==> src/rtl/seg_display_scan.sv <==
// seg_display_scan: six-digit multiplexed 7-segment time display.
// Shows hours, minutes and seconds as BCD digit pairs, one digit at a time.
// Data inputs are captured once per frame, so a frame never mixes old and new values.
// In set mode, the field being adjusted blinks.
module seg_display_scan #(
  parameter int scan_cnt  = 1000,
  parameter int blink_cnt = 250000
) (
  input  logic       clock,
  input  logic       reset,
  input  logic       mode,
  input  logic       minute_set,
  input  logic       hour_set,
  input  logic [5:0] hour_data,
  input  logic [5:0] minute_data,
  input  logic [5:0] second_data,
  output logic [6:0] seg,
  output logic       dp,
  output logic [5:0] digit_sel
);

  localparam int SCNT_W = $clog2(scan_cnt);
  localparam int BCNT_W = $clog2(blink_cnt);
  localparam logic [SCNT_W-1:0] SCNT_LAST = SCNT_W'(scan_cnt - 1);
  localparam logic [BCNT_W-1:0] BCNT_LAST = BCNT_W'(blink_cnt - 1);
  localparam logic [6:0] SEG_DASH  = 7'h40;
  localparam logic [6:0] SEG_BLANK = 7'h00;

  logic [SCNT_W-1:0] scnt_q, scnt_d;
  logic [2:0]        digit_idx_q, digit_idx_d;
  logic              frame_wrap;
  logic [BCNT_W-1:0] bcnt_q, bcnt_d;
  logic              blink_phase_q, blink_phase_d;
  logic [5:0]        hour_snap_q, hour_snap_d;
  logic [5:0]        minute_snap_q, minute_snap_d;
  logic [5:0]        second_snap_q, second_snap_d;
  logic [6:0]        seg_q, seg_d;
  logic              dp_q, dp_d;
  logic [5:0]        digit_sel_q, digit_sel_d;

  logic [5:0] field_val;
  logic [5:0] bcd_tens;
  logic [5:0] bcd_ones;
  logic [6:0] digit_code;
  logic       blank;

  // Encode a single decimal digit. Out-of-range values never reach this,
  // because they are caught by the >= 60 dash check.
  function automatic logic [6:0] seg7(input logic [5:0] v);
    case (v)
      6'd0:    seg7 = 7'h3F;
      6'd1:    seg7 = 7'h06;
      6'd2:    seg7 = 7'h5B;
      6'd3:    seg7 = 7'h4F;
      6'd4:    seg7 = 7'h66;
      6'd5:    seg7 = 7'h6D;
      6'd6:    seg7 = 7'h7D;
      6'd7:    seg7 = 7'h07;
      6'd8:    seg7 = 7'h7F;
      6'd9:    seg7 = 7'h6F;
      default: seg7 = 7'h00;
    endcase
  endfunction

  // Scan timing: dwell counter and digit index; flag the frame wrap (5 -> 0).
  always_comb begin
    scnt_d      = scnt_q + 1'b1;
    digit_idx_d = digit_idx_q;
    frame_wrap  = 1'b0;
    if (scnt_q == SCNT_LAST) begin
      scnt_d = '0;
      if (digit_idx_q == 3'd5) begin
        digit_idx_d = 3'd0;
        frame_wrap  = 1'b1;
      end else begin
        digit_idx_d = digit_idx_q + 3'd1;
      end
    end
  end

  // Frame snapshot: capture all fields together at the frame wrap only.
  always_comb begin
    hour_snap_d   = hour_snap_q;
    minute_snap_d = minute_snap_q;
    second_snap_d = second_snap_q;
    if (frame_wrap) begin
      hour_snap_d   = hour_data;
      minute_snap_d = minute_data;
      second_snap_d = second_data;
    end
  end

  // Blink timebase. It is held cleared in timer mode, so set mode always starts visible.
  always_comb begin
    bcnt_d        = '0;
    blink_phase_d = 1'b0;
    if (!mode) begin
      if (bcnt_q == BCNT_LAST) begin
        bcnt_d        = '0;
        blink_phase_d = ~blink_phase_q;
      end else begin
        bcnt_d        = bcnt_q + 1'b1;
        blink_phase_d = blink_phase_q;
      end
    end
  end

  // Digit content: pick the field, convert it to BCD, apply dash and blanking,
  // and form the next registered outputs.
  always_comb begin
    case (digit_idx_q)
      3'd0, 3'd1: field_val = hour_snap_q;
      3'd2, 3'd3: field_val = minute_snap_q;
      default:    field_val = second_snap_q;
    endcase
    bcd_tens = field_val / 6'd10;
    bcd_ones = field_val % 6'd10;
    if (field_val >= 6'd60) begin
      digit_code = SEG_DASH;
    end else if (!digit_idx_q[0]) begin
      digit_code = seg7(bcd_tens);
    end else begin
      digit_code = seg7(bcd_ones);
    end
    blank = !mode && blink_phase_q &&
            ((hour_set   && (digit_idx_q == 3'd0 || digit_idx_q == 3'd1)) ||
             (minute_set && (digit_idx_q == 3'd2 || digit_idx_q == 3'd3)));
    seg_d       = blank ? SEG_BLANK : digit_code;
    dp_d        = (digit_idx_q == 3'd1) || (digit_idx_q == 3'd3);
    digit_sel_d = ~(6'b000001 << digit_idx_q);
  end

  // State and output registers with synchronous active-low reset.
  always_ff @(posedge clock) begin
    if (!reset) begin
      scnt_q        <= '0;
      digit_idx_q   <= 3'd0;
      bcnt_q        <= '0;
      blink_phase_q <= 1'b0;
      hour_snap_q   <= 6'd0;
      minute_snap_q <= 6'd0;
      second_snap_q <= 6'd0;
      seg_q         <= SEG_BLANK;
      dp_q          <= 1'b0;
      digit_sel_q   <= 6'b111111;
    end else begin
      scnt_q        <= scnt_d;
      digit_idx_q   <= digit_idx_d;
      bcnt_q        <= bcnt_d;
      blink_phase_q <= blink_phase_d;
      hour_snap_q   <= hour_snap_d;
      minute_snap_q <= minute_snap_d;
      second_snap_q <= second_snap_d;
      seg_q         <= seg_d;
      dp_q          <= dp_d;
      digit_sel_q   <= digit_sel_d;
    end
  end

  assign seg       = seg_q;
  assign dp        = dp_q;
  assign digit_sel = digit_sel_q;

endmodule

==> config.mk <==
export PLATFORM = sky130hd
export DESIGN_NAME = seg_display_scan
export DESIGN_NICKNAME = d
export VERILOG_FILES = /design/src/rtl/seg_display_scan.sv
export SDC_FILE = /design/constraint.sdc
export NUM_CORES = 1
export LEC_CHECK = 0
export ABC_AREA = 1
export CORE_MARGIN = 1
export CORE_UTILIZATION = 30
export DETAILED_ROUTE_END_ITERATION = 10
export HOLD_SLACK_MARGIN = 0.06
export MAX_ROUTING_LAYER = met4
export SYNTH_ARGS = -nofsm -noshare
export SYNTH_HDL_FRONTEND = slang
export SYNTH_SLANG_ARGS = --single-unit
==> constraint.sdc <==
create_clock -name clock -period 4.4 [get_ports clock]
set_input_delay 1.32 -clock clock [delete_from_list [all_inputs] [get_ports clock]]
set_output_delay 1.32 -clock clock [all_outputs]
set_load 0.02 [all_outputs]
==> impl_metrics.csv, run 1 <==
group,metric,value,unit
status,status,"complete, but fails checks",
status,failed_checks,"design-rule violations",
floorplanning,fp.dieW,111,um
clocking,cts_root_buf,"clkbuf_16",
power_and_ir_drop,powerDensity,304,mW/mm2
power_and_ir_drop,p_leak,1.88,nW
clocking,path_clk_slew,50,ps
critical_path,cp.buffers_inverters,9,
global_routing,grt_pass1_vias,3085,
global_routing,grt_overflow,0,
global_routing,grt_pass1_wl,13400,um
yosys,synth_edf_count,0,
yosys,synth_area_leader_cell,"dfxtp_1",
global_routing,antenna_found_initial,0,
final_layout,nets,575,
detailed_routing,wl,7630,um
final_layout,fill_cells,1188,
sta,clock.fmax,267,MHz
final_layout,antenna_cells,0,
critical_path,critical-path-top-delay-family,"simple AND/OR/NAND/NOR gates",
critical_path,critPathRequiredTime,4660,ps
power_and_ir_drop,ir_drop,0.191,mV
floorplanning,fp-row-count,39,
critical_path,cp-end-kind,"flip-flop",
placement,dp.cells,666,
detailed_routing,ant_nets,0,
critical_path,max_stage_delay,480,ps
floorplanning,die_area,0.0124,mm2
yosys,synthTopCellsByArea,"dfxtp_1 36%, nand2_1 8.7%, inv_1 7.8%",
clocking,numCtsBuffers,9,
yosys,ys.flop_type,"dfxtp_1",
clocking,htree_num_levels,3,
final_layout,final_cell_mix,"83 x nand2_1, 74 x inv_1, 64 x dfxtp_1",
sta,hold_viol,0,
clocking,cts_setup_buffers,0,
final_layout,area_growth,22.7,%
detailed_routing,route.detailed.drc,6,
clocking,cts_buffer_depth,2,
clocking,ctsResizeCount,0,
critical_path,critical_path_class,"reg2reg",
sta,clock_skew,4.75,ps
clocking,numClockSinks,64,
critical_path,cpMostUsedCell,"nand2_1",
sta,setup_violations,0,
final_layout,drive_above_1_share,0.111,
yosys,synth_seq_cells,64,
global_routing,grt_max_degree,37,
critical_path,r2r_slack,650,ps
sta,slew_headroom,0.259,
detailed_routing,drtIter0Drc,154,
sta,tightest_slew,1110,ps
critical_path,start_kind,"flip-flop",
yosys,postSynthAreaPerCell,7.27,um2
sta,drv_slew,0,
detailed_routing,via_per_inst,4.65,
run,max-cap-violations,0,
power_and_ir_drop,totalPowerFinal,1.34,mW
yosys,async_flop_share,0,
critical_path,crit_fanout,10,
clocking,clock_latency,330,ps
detailed_routing,vias,3174,
yosys,synth.top_cell.area_share,0.358,
critical_path,arrival,4000,ps
final_layout,final_common_cell,"nand2_1",
yosys,synth_cells,493,
yosys,synth_cell_types,38,
final_layout,final_cells,682,
floorplanning,die_y,111,um
floorplanning,pin_count,37,
floorplanning,core,0.0115,mm2
yosys,ys.warnings.count,0,
worst_hold_path,hold_class,"reg2reg",
sta,min_period_over_period,0.852,
clocking,hold_buffers,0,
detailed_routing,firstDrtPassIters,7,
clocking,cts_tree,"done",
placement,gp_congestion,0.828,
critical_path,worst_path_max_delay_cell,"dfxtp_1",
sta,rsz0062_at_grt,"no",
floorplanning,start_util,0.311,
global_routing,grt.total_usage,0.136,
yosys,ys_seq_area_frac,0.358,
detailed_routing,wl_per_cell,11.2,um
sta,setup_tns,0,ps
yosys,synth_nets,534,
placement,port_buffers,36,
placement,hpwl,5830,um
yosys,netlist_area,0.00358,mm2
sta,period_needed,3750,ps
[stage by stage]
| step | hold WS (ps) | util | setup WS [ps] | cell area [um2] |
|---|---|---|---|---|
| 6_report | 454 | 0.382 | 652 | 4400 |
| 5_1_grt | 480 | 0.382 | 126 | 4400 |
| 4_1_cts | 456 | 0.382 | 655 | 4400 |
| 3_5_place_dp | 451 | 0.356 | 674 | 4100 |
| 3_3_place_gp | 430 | 0.356 | 825 | 4100 |
| 2_1_floorplan | 418 | - | 1170 | 3580 |
[synthesized netlist by cell type (10+ instances only)]
master and instances:
nand2_1 83, nand2_2 10, nor2_1 61, ha_1 18, a21oi_1 21, nand3_1 37, nand4_1 16, inv_1 74
nor3_1 15, a211oi_1 19, dfxtp_1 64
[worst paths after layout]
check / startpoint / end / cells past startpoint
worst min register to register: scnt_q[0] / scnt_q[0] / 1
worst max-delay path: digit_idx_q[1] / seg[3] / 31
worst min-delay path: scnt_q[0] / scnt_q[0] / 1
worst max register to register: digit_idx_q[1] / seg[3] / 31
[power by group]
group | internal (mW) | switching (mW)
sequential | 0.587 | 0.00286
combinational | 0.0281 | 0.0228
clock | 0.441 | 0.257
[cell families (layout without fill, tap and decap cells)]
| logic type | after synthesis | after routing | share of synthesized area |
|---|---|---|---|
| flops | 64 | 64 | 0.358 |
| simple gates | 252 | 252 | 0.350 |
| fa+ha+maj | 18 | 18 | 0.0629 |
| buf+inv | 92 | 138 | 0.0992 |
| compound gates | 60 | 60 | 0.113 |
| xor+xnor | 7 | 7 | 0.0171 |
[flip-flops by register name, indices dropped and copies added, names as in the netlist]
name	count
dp	1
seg	7
blink_phase_q	1
scnt_q	10
bcnt_q	18
minute_snap_q	6
second_snap_q	6
hour_snap_q	6
digit_idx_q	3
digit_sel	6
[layer usage]
metal,track usage,up-vias,part of all wire
met5,-,-,0
met3,0.0355,12,0.041
li1,-,1694,-
met4,0.0505,0,0.014
met2,0.213,65,0.44
met1,0.168,1403,0.51
[layout make-up]
cell class                 count  area, um2  area share
multi-input combinational    337       1950       0.443
sequential                    64       1280       0.291
timing repair buffer          38        375      0.0854
inverter                      84        318      0.0723
clock buffer                  10        229      0.0521
tap                          143        179      0.0407
clock inverter                 6       68.8      0.0157
Note: power is estimated with default switching activity, not from simulation.
==> inputs of run 2 (changes only) <==
--- a/config.mk
+++ b/config.mk
@@ -11,6 +11,8 @@
 export DETAILED_ROUTE_END_ITERATION = 10
 export HOLD_SLACK_MARGIN = 0.06
 export MAX_ROUTING_LAYER = met4
+export SKIP_CTS_REPAIR_TIMING = 1
 export SYNTH_ARGS = -nofsm -noshare
 export SYNTH_HDL_FRONTEND = slang
 export SYNTH_SLANG_ARGS = --single-unit
+export TNS_END_PERCENT = 100
==> results of run 2 <==
Same layout as run 1: the final DEF is identical, and so are final timing and power.
==> inputs of run 3 (changes only) <==
--- a/config.mk
+++ b/config.mk
@@ -6,7 +6,7 @@
 export NUM_CORES = 1
 export LEC_CHECK = 0
 export ABC_AREA = 1
-export CORE_MARGIN = 1
+export CORE_MARGIN = 1.5
 export CORE_UTILIZATION = 30
 export DETAILED_ROUTE_END_ITERATION = 10
 export HOLD_SLACK_MARGIN = 0.06
==> run 3 against run 2 <==
Combinational power about the same. Sequential share of layout area increased by 0.21 points. Via count decreased by 0.54%. Fmax decreased by 3.4%. Register-to-register slack got worse by 130 ps. Highest routed layer unchanged. Die area increased by 1.8%. Worst hold slack got worse by 4.3 ps. Clock skew increased by 5.8 ps. Sequential cell count unchanged. Global-route usage decreased by 0.41 points. The flow still finishes with violations (design-rule violations). Total power decreased by 3.6%.
==> impl_metrics.csv, run 3 (synthesized netlist as in run 1, its figures left out) <==
group,metric,value,unit
status,status,"complete, but fails checks",
status,failed_checks,"design-rule violations",
sta,fin_ws,520,ps
sta,hold_slack,450,ps
final_layout,drive_above_1_share,0.108,
placement,dp_slack,565,ps
clocking,cts_root_buf,"clkbuf_16",
sta,period_needed,3880,ps
floorplanning,fp.dieW,112,um
final_layout,final_cells,680,
global_routing,grt.total_usage,0.132,
critical_path,max_stage_delay,580,ps
final_layout,stdcell_area,0.00437,mm2
critical_path,start_kind,"flip-flop",
final_layout,final_common_cell,"nand2_1",
detailed_routing,wl,7610,um
power_and_ir_drop,p_leak,1.87,nW
final_layout,fill_cells,1213,
placement,dp.cells,665,
detailed_routing,vias,3157,
floorplanning,pin_count,37,
critical_path,cp-end-kind,"flip-flop",
sta,setup_tns,0,ps
power_and_ir_drop,totalPowerFinal,1.29,mW
global_routing,grt_overflow,0,
final_layout,largest_reg_flops,18,
sta,slew_headroom,0.268,
floorplanning,core,0.0115,mm2
detailed_routing,firstDrtPassIters,9,
power_and_ir_drop,powerDensity,295,mW/mm2
sta,rsz0062_at_grt,"no",
detailed_routing,drtIter0Drc,194,
placement,placed_area,0.00409,mm2
detailed_routing,route.detailed.drc,4,
placement,gp_congestion,0.870,
detailed_routing,via_per_inst,4.64,
final_layout,utilization,0.379,
critical_path,cpMostUsedCell,"nand2_1",
clocking,clock_latency,330,ps
sta,drv_slew,0,
detailed_routing,wl_per_cell,11.2,um
placement,hpwl,5820,um
global_routing,grt_pass1_vias,2958,
global_routing,grt_max_degree,37,
sta,clock_skew,10.5,ps
floorplanning,die_y,112,um
clocking,numClockSinks,64,
critical_path,crit_fanout,10,
critical_path,critPathRequiredTime,4650,ps
run,max-cap-violations,0,
final_layout,area_growth,21.9,%
critical_path,worst_path_max_delay_cell,"dfxtp_1",
power_and_ir_drop,ir_drop,0.189,mV
sta,tightest_slew,1090,ps
clocking,htree_num_levels,3,
final_layout,antenna_cells,0,
sta,min_period_over_period,0.882,
worst_hold_path,hold_class,"reg2reg",
floorplanning,start_util,0.311,
sta,clock.fmax,258,MHz
final_layout,final_cell_mix,"83 x nand2_1, 74 x inv_1, 64 x dfxtp_1",
global_routing,antenna_found_initial,0,
final_layout,nets,574,
detailed_routing,ant_nets,0,
critical_path,arrival,4130,ps
final_layout,top_register,"bcnt_q",
clocking,cts_tree,"done",
global_routing,grt_pass1_wl,13100,um
clocking,path_clk_slew,50,ps
critical_path,critical_path_class,"reg2reg",
sta,setup_violations,0,
floorplanning,fp-row-count,39,
sta,hold_viol,0,
placement,port_buffers,36,
floorplanning,die_area,0.0126,mm2
clocking,cts_buffer_depth,2,
clocking,numCtsBuffers,9,
[run 3: power by group]
group / leakage (nW) / total, mW / internal (mW) / switching [mW]
clock: 0.134 / 0.649 / 0.406 / 0.243
combinational: 1.22 / 0.0510 / 0.0280 / 0.0229
sequential: 0.519 / 0.590 / 0.587 / 0.00297
[run 3: cell type report]
cell class	instances	area, um2	share of cell area
clock buffer	12	256	0.0588
clock inverter	3	17.5	0.00401
inverter	84	318	0.0728
multi-input combinational	337	1950	0.446
sequential	64	1280	0.293
tap	143	179	0.0410
timing repair buffer	37	368	0.0843
[run 3: worst max-delay path: cells and delay by family (launching register included)]
kind | cells | cell delay [ps]
AOI/OAI and AO/OA | 2 | 200
adders and majority gates | 3 | 500
buffers and inverters | 9 | 770
DFF | 1 | 580
and+or+nand+nor | 17 | 1740
[run 3: worst paths after layout]
check	startpoint	to	slack [ps]	cells past startpoint
worst max-delay path	digit_idx_q[0]	seg[3]	520	31
worst min-delay path	scnt_q[0]	scnt_q[0]	450	1
worst min register to register	scnt_q[0]	scnt_q[0]	450	1
worst max register to register	digit_idx_q[0]	seg[3]	520	31
[run 3: metal layers]
metal	vias up	track usage	routed length, um
met5	-	-	0
met4	0	0.0489	128
met3	12	0.0346	318
met2	64	0.204	3260
met1	1396	0.167	3900
li1	1685	-	-
